File: src/rtl/fifo_push_pop_arbiter.sv
// fifo_push_pop_arbiter: round-robin push arbitration and pop granting in
// front of a FIFO. The controller tracks FIFO occupancy itself, so grants are
// decided one cycle ahead of the registered push/pop strobes the FIFO sees.
module fifo_push_pop_arbiter #(
    parameter int NUM_REQ = 4,
    parameter int WIDTH   = 16,
    parameter int DEPTH   = 16
) (
    input  logic                         clk,
    input  logic                         reset_n,
    input  logic                         en,
    input  logic                         clear_err,
    input  logic [NUM_REQ-1:0]           req,
    input  logic [NUM_REQ*WIDTH-1:0]     req_data,
    output logic [NUM_REQ-1:0]           gnt,
    input  logic                         pop_req,
    output logic                         pop_gnt,
    output logic                         rd_valid,
    output logic [WIDTH-1:0]             rd_data,
    output logic                         push,
    output logic                         pop,
    output logic [WIDTH-1:0]             data_in,
    input  logic [WIDTH-1:0]             data_out,
    input  logic                         full,
    input  logic                         empty,
    input  logic                         error,
    output logic [$clog2(DEPTH+1)-1:0]   count,
    output logic                         err_flag
);

    localparam int CNT_W = $clog2(DEPTH + 1);
    localparam int PTR_W = (NUM_REQ > 1) ? $clog2(NUM_REQ) : 1;
    localparam int SUM_W = PTR_W + 1;
    localparam logic [CNT_W-1:0] FULL_LVL = CNT_W'(DEPTH);
    localparam logic [PTR_W-1:0] LAST_REQ = PTR_W'(NUM_REQ - 1);

    typedef enum logic [1:0] {
        IDLE = 2'd0,
        RUN  = 2'd1,
        HALT = 2'd2
    } state_t;

    state_t             state_q, state_d;
    logic [CNT_W-1:0]   count_q, count_d;
    logic [PTR_W-1:0]   rrPtr_q, rrPtr_d;
    logic [WIDTH-1:0]   dataIn_q, dataIn_d;
    logic               push_q;
    logic               pop_q;
    logic               rdValid_q;

    logic               winFound;
    logic [PTR_W-1:0]   winIdx;
    logic [WIDTH-1:0]   winData;
    logic [NUM_REQ-1:0] gntVec;
    logic               popGnt;
    logic               pushOk;
    logic               pushXfer;
    logic               popXfer;
    logic [SUM_W-1:0]   candSum;
    logic [PTR_W-1:0]   candIdx;

    // Next-state logic: error wins over en, HALT is left only through clear_err.
    always_comb begin
        state_d = state_q;
        case (state_q)
            IDLE: begin
                if (error) begin
                    state_d = HALT;
                end else if (en) begin
                    state_d = RUN;
                end
            end
            RUN: begin
                if (error) begin
                    state_d = HALT;
                end else if (!en) begin
                    state_d = IDLE;
                end
            end
            HALT: begin
                if (clear_err) begin
                    state_d = IDLE;
                end
            end
            default: state_d = IDLE;
        endcase
    end

    // Round-robin search: first asserted request at or above rrPtr_q, wrapping.
    always_comb begin
        winFound = 1'b0;
        winIdx   = '0;
        candSum  = '0;
        candIdx  = '0;
        for (int k = 0; k < NUM_REQ; k++) begin
            candSum = {1'b0, rrPtr_q} + SUM_W'(k);
            if (candSum >= SUM_W'(NUM_REQ)) begin
                candSum = candSum - SUM_W'(NUM_REQ);
            end
            candIdx = candSum[PTR_W-1:0];
            if (!winFound && req[candIdx]) begin
                winFound = 1'b1;
                winIdx   = candIdx;
            end
        end
    end

    // Data mux selecting the winning requester's slice of req_data.
    always_comb begin
        winData = '0;
        for (int i = 0; i < NUM_REQ; i++) begin
            if (winIdx == PTR_W'(i)) begin
                winData = req_data[i*WIDTH +: WIDTH];
            end
        end
    end

    // Grants: pops need a non-empty tracked count; pushes also stop as soon as en drops,
    // and a full FIFO only accepts a push when a pop is granted in the same cycle.
    always_comb begin
        popGnt = (state_q == RUN) && (count_q != '0);
        pushOk = (state_q == RUN) && en &&
                 ((count_q < FULL_LVL) || (popGnt && pop_req));
        gntVec = '0;
        if (pushOk && winFound) begin
            gntVec[winIdx] = 1'b1;
        end
        pushXfer = |(req & gntVec);
        popXfer  = pop_req && popGnt;
    end

    // Occupancy, pointer and write-data updates taken at transfer edges.
    always_comb begin
        count_d  = count_q;
        rrPtr_d  = rrPtr_q;
        dataIn_d = dataIn_q;
        if (pushXfer && !popXfer) begin
            count_d = count_q + CNT_W'(1);
        end else if (!pushXfer && popXfer) begin
            count_d = count_q - CNT_W'(1);
        end
        if (pushXfer) begin
            rrPtr_d  = (winIdx == LAST_REQ) ? '0 : winIdx + PTR_W'(1);
            dataIn_d = winData;
        end
    end

    // State register.
    always_ff @(posedge clk or negedge reset_n) begin
        if (!reset_n) begin
            state_q <= IDLE;
        end else begin
            state_q <= state_d;
        end
    end

    // Datapath registers; reset drops any push or pop still in flight.
    always_ff @(posedge clk or negedge reset_n) begin
        if (!reset_n) begin
            count_q   <= '0;
            rrPtr_q   <= '0;
            dataIn_q  <= '0;
            push_q    <= 1'b0;
            pop_q     <= 1'b0;
            rdValid_q <= 1'b0;
        end else begin
            count_q   <= count_d;
            rrPtr_q   <= rrPtr_d;
            dataIn_q  <= dataIn_d;
            push_q    <= pushXfer;
            pop_q     <= popXfer;
            rdValid_q <= pop;
        end
    end

    // The FIFO flags only act as a safety net here: with a consistent FIFO the
    // tracked count already keeps push off a full FIFO and pop off an empty one.
    assign push     = push_q && !(full && !pop_q);
    assign pop      = pop_q && !empty;
    assign data_in  = dataIn_q;
    assign rd_valid = rdValid_q;
    assign rd_data  = data_out;
    assign gnt      = gntVec;
    assign pop_gnt  = popGnt;
    assign count    = count_q;
    assign err_flag = (state_q == HALT);

endmodule

File: config.mk
export PLATFORM = sky130hd
export DESIGN_NAME = fifo_push_pop_arbiter
export DESIGN_NICKNAME = d
export VERILOG_FILES = /design/src/rtl/fifo_push_pop_arbiter.sv
export SDC_FILE = /design/constraint.sdc
export NUM_CORES = 1
export LEC_CHECK = 0
export ABC_CLOCK_PERIOD_IN_PS = 4800
export BUFFER_PORTS_ARGS = -buffer_cell sky130_fd_sc_hd__buf_2
export CORE_ASPECT_RATIO = 1.75
export CORE_UTILIZATION = 30
export DETAILED_ROUTE_END_ITERATION = 12
export GPL_TIMING_DRIVEN = 0
export HOLD_SLACK_MARGIN = 0.15
export PLACE_DENSITY = 0.7
export SLEW_MARGIN = 20
export SYNTH_ARGS = -nofsm -noshare
export SYNTH_HDL_FRONTEND = slang
export SYNTH_SLANG_ARGS = --single-unit
File: constraint.sdc
create_clock -name clk -period 4.8 [get_ports clk]
set_input_delay 0.72 -clock clk [delete_from_list [all_inputs] [get_ports clk]]
set_output_delay 0.72 -clock clk [all_outputs]
set_load 0.005 [all_outputs]
# Yosys cells after proc, flatten, opt, wreduce, memory -nomap -nowiden
# Cells that the tools add are included.
dict set report totals {
  input_bits 92
  output_inout_bits 46
  word_cells 102
  reg_bits 28
}
dict set report classes {
  order_cmp 11
  bitwise 1
  n_mux 36
  n_reduce_logical 29
  add_sub_neg 10
  eq_ne 8
}
# op n
set ops {}
lappend ops {{16-bit 2-to-1 mux} 4}
lappend ops {{2-bit 2-to-1 mux} 14}
lappend ops {{2-bit by 3-bit < comparator with 1-bit output (second input constant)} 5}
lappend ops {{1-bit logical AND} 14}
lappend ops {{5-bit 2-to-1 mux} 2}
lappend ops {{3-bit greater-or-equal comparator (second input constant)} 3}
lappend ops {{1-bit 2-to-1 mux} 9}
lappend ops {{1-bit binary-select mux with 2-bit select} 4}
lappend ops {{1-bit zero test} 8}
lappend ops {{2-bit by 1-bit subtractor with 2-bit output (second input constant)} 4}
lappend ops {{2-bit by 2-bit adder with 3-bit output (second input constant)} 2}
lappend ops {{2-bit equality test (second input constant)} 3}
lappend ops {{3-bit != test (second input constant)} 2}
lappend ops {{2-bit one-hot mux with 3 select lines} 1}
lappend ops {{5-bit by 1-bit adder with 5-bit output (second input constant)} 1}
lappend ops {{5-bit < comparator (second input constant)} 1}
lappend ops {{5-bit nonzero test} 1}
lappend ops {{5-bit by 1-bit subtractor with 5-bit output (second input constant)} 1}
lappend ops {{4-bit bitwise AND} 1}
lappend ops {{2-bit by 1-bit equality test with 1-bit output (second input constant)} 2}
lappend ops {{2-bit zero test} 2}
lappend ops {{4-bit 2-to-1 mux} 1}
lappend ops {{4-bit OR reduction} 1}
lappend ops {{2-bit by 1-bit adder with 3-bit output (second input constant)} 1}
lappend ops {{8 further kinds} 8}

# Logic depth before layout (Yosys ltp)
dict set report depth {
  depth_word 25
  ltp_mapped 18
}

# Least setup slack after synthesis
# Ideal clock, no wire load.
dict set report synth_timing {
  path_type {input-to-reg}
  startpoint {input req[3]}
  endpoint {register count_q[4] (netlist: count[4])}
  path_buffers 2
  cell_stages 17
  path_slack_ns 1.174
  setup_ns 0.147
  t_required_ns 4.653
  t_arrival_ns 3.479
  path_cell_list {mux2i_1 > and2_0 > a311o_1 > ha_1 > clkbuf_1 > a22oi_1 > nand2_1 > nand2_4 > buf_6 > inv_1 > ha_1 > inv_1 > ha_1 > nor2b_1 > o21a_1 > o2111ai_1 > o311ai_0}
}
dict set report synth_via {
  elab_chain_cells 22
  elab_cells_between_ends 36
  cone_classes {order compare: 2; mux: 20; bitwise: 1; reduce/logical: 13}
}
# element line_no
set synth_lines {}
lappend synth_lines {{start, declared} 13} ;# input logic [NUM_REQ-1:0] req,
lappend synth_lines {{1-bit binary-select mux with 2-bit select} 101} ;# if (!winFound && req[candIdx]) begin
lappend synth_lines {{1-bit 2-to-1 mux (implied by the code)} 101}
lappend synth_lines {{1-bit 2-to-1 mux} 101}
lappend synth_lines {{1-bit zero test} 101}
lappend synth_lines {{1-bit logical AND} 101}
lappend synth_lines {{1-bit 2-to-1 mux} 101}
lappend synth_lines {{1-bit zero test} 101}
lappend synth_lines {{1-bit logical AND} 101}
lappend synth_lines {{[7 not listed]} -}
lappend synth_lines {{1-bit demux with 2-bit select} 126} ;# gntVec[winIdx] = 1'b1;
lappend synth_lines {{4-bit 2-to-1 mux} 125} ;# if (pushOk && winFound) begin
lappend synth_lines {{4-bit bitwise AND *} 128} ;# pushXfer = |(req & gntVec);
lappend synth_lines {{4-bit OR reduction *} 128}
lappend synth_lines {{net pushXfer} 57} ;# logic pushXfer;
lappend synth_lines {{1-bit zero test} 139} ;# end else if (!pushXfer && popXfer) begin
lappend synth_lines {{1-bit logical AND} 139}
lappend synth_lines {{2-bit nonzero test (no source line)} -}
lappend synth_lines {{end signal, assigned} 167} ;# count_q <= count_d;
lappend synth_lines {{end, declared} 44} ;# logic [CNT_W-1:0] count_q, count_d;
# Mark *: on every way through the listed nets, which the timed path passes. The rest lies on a longest branch. The select of a mux whose other input is x is not followed.
# A chain may end at the register's enable or synchronous reset.

# Final worst setup path
# Same ends and word-level chain as after synthesis.

==> flow_summary.yaml <==
worst_setup_path:
  cp_cell_sequence: "buf_2 -> mux2i_1 -> and2_0 -> a311o_1 -> inv_1 -> ha_1 -> clkbuf_1 -> a22oi_1 -> nand2_1 -> nand2_4 -> buf_6 -> inv_1 -> ha_1 -> inv_1 -> ha_1 -> nor2b_1 -> o21a_1 -> o2111ai_1 -> o311ai_0"
  slowest_delay_ps: 380
  endpoint_kind: "flip-flop"
  cp-start-kind: "input pin"
  worstSetupPathType: "in -> reg"
  r2r_end: "count[4]"
  cpMaxStageDelayCell: "a311o_1"
  cp.arrival_ps: 4160
  path_buf_inv: 6
  r2r_slack_ps: 890
  worstPathRequired_ps: 4920
  rr_worst_depth: 18
  rr_startpoint: "rrPtr_q[1]"
  cp_max_fo: 10
  path_delay_family: "buffers and inverters"
pwr:
  power.density_nw_per_um2: 473
  p_total_mw: 1.39
  leakage_nw: 1.62
  peakVddDrop_v: 0.000201
cells_and_area:
  final_cell_mix: "buf_2, a21oi_1, dfrtp_1"
  mostFrequentLayoutCell: "buf_2"
  final_nets: 468
  final_layout_size_suffix_gt1_share_pct: 45.1
  syn_to_final_growth_pct: 37.3
  diodes: 0
clock_network:
  h-tree-depth: 1
  cts_tree: "yes"
  cts_buffers: 3
  clk_pin_slew_ps: 80
  clkLatencyLatePin_ps: 260
  cts_resized: 0
  clock_path_buffers: 2
  clock_sinks: 28
  ctsRootBufferMaster: "clkbuf_16"
  cts_setup_buffers: 0
  postCtsHoldBufs: 0
route:
  ant_nets: 0
  finalWirelength_um: 6350
  drt_iter0_markers: 117
  via_per_inst: 4.87
  wire_per_inst_um: 14.1
  drc_errors: 0
  num_vias: 2191
  drt_pre_antenna_iters: 4
run_status:
  status: "finished, final reports clean"
logic_synthesis:
  synth-async-reset-ratio_pct: 100
  synthDistinctLibCells: 41
  synth_area_per_cell_um2: 8.90
  netlist_top_cells_area: "dfrtp_1, a21oi_1, mux2_4, a22o_1, buf_4"
  synth_edf_count: 0
  ys_seq_area_share_pct: 32.7
  yosys_most_used_dff: "dfrtp_1"
  synth_area_leader_cell: "dfrtp_1"
  yosysTopAreaCellShare_pct: 32.7
  postSynthCellCount: 241
  synthesis.area_um2: 2140
  ys_ff_latch: 28
  ys_warn_count: 0
  synth_nets: 342
floorplanning:
  die_y_um: 114
  coreArea_um2: 6910
  row_count: 40
  die_area_um2: 7500
  ioPinCount: 138
  dieWidth_um: 65.9
  start_util_pct: 31.1
placement:
  dp_hpwl_um: 5130
  globalplace.congestion: 0.920
  port_buffers: 121
sta:
  hold_ws_ps: 479
  maxSlewHeadroom_pct: 55.7
  final_max_slew_viol_count: 0
  finalSetupTns_ps: 0
  hold_viol: 0
  period_minus_slack_ps: 4030
  finClkSkew_ps: 5.49
  grt_setup_unrepaired: "false"
  worst_slew_pin_slew_ps: 664
  setup_viol_count_final: 0
  fmax_ghz: 0.248
  fin_crit_sh_pct: 84.0
global_routing:
  grt_pass1_wl_um: 9890
  grt_use_total_pct: 17.0
  antenna_found_initial: 0
  grt_max_degree: 29
  overflow: 0
  grt_pass1_vias: 2106
run:
  cap_violations: 0
worst_hold_path:
  hp-class: "in -> async"
how the worst max path moves through the flow:
stage | cells after the start | slack, ps | from | to
after floorplan | 17 | 1170 | req[3] | count[4]
after global placement | 19 | 590 | req[3] | count[4]
after detailed placement | 19 | 500 | req[3] | count[4]
after CTS | 19 | 770 | req[3] | count[4]
after global routing | 19 | 440 | req[3] | count[4]
final | 19 | 770 | req[3] | count[4]
sequential cells by signal, indices dropped and copies added, names as in the netlist:
signal / flops
data_in: 16
count: 5
rrPtr_q: 2
state_q: 2
pop_q: 1
push_q: 1
rd_valid: 1
where the power goes:
part	internal, mW	switching, mW	total, mW
logic	0.387	0.384	0.771
registers	0.332	0.0766	0.409
clock network	0.128	0.0849	0.213
total	0.846	0.546	1.39
synthesized netlist by cell type, types with 4 or more instances:
cell / count
mux2_4: 9
inv_1: 25
and2_1: 4
nor2b_1: 5
ha_1: 8
dfrtp_1: 28
clkbuf_1: 14
o21ai_0: 19
nand2_1: 21
a21oi_1: 31
a22o_1: 14
buf_4: 16
mux2_2: 10
final cells by class:
| class | count | area, um2 |
|---|---|---|
| inverter | 25 | 93.8 |
| sequential | 28 | 701 |
| fill | 714 | 3960 |
| clock buffer | 4 | 88.8 |
| multi-input combinational | 157 | 1170 |
| buffer | 31 | 184 |
| tap | 84 | 105 |
| timing repair buffer | 121 | 606 |
logic make-up after synthesis:
family | synth area share (%)
and+or+nand+nor | 10.9
xor gates and xnor gates | 1.23
adders and majority gates | 5.60
buffers and inverters | 13.0
muxes | 12.0
AOI/OAI and AO/OA | 24.7
DFF | 32.7
metal layers:
metal,vias to the layer above,part of all wire (%),global-route usage (%)
met5,-,0,0
met4,0,2.0,6.52
met3,8,4.6,1.80
met2,85,54,31.6
met1,1021,40,19.1
li1,1077,-,-
stage by stage:
stage          cells  worst slack (ps)  instance area, um2  util (%)
2_1_floorplan    241              1170                2140         -
3_3_place_gp     446               592                2860      41.3
3_5_place_dp     446               496                2860      41.3
4_1_cts          450               765                2940      42.6
5_1_grt          450               442                2940      42.6
6_report         450               766                2940      42.6
Power figures use the tool's default switching activity.
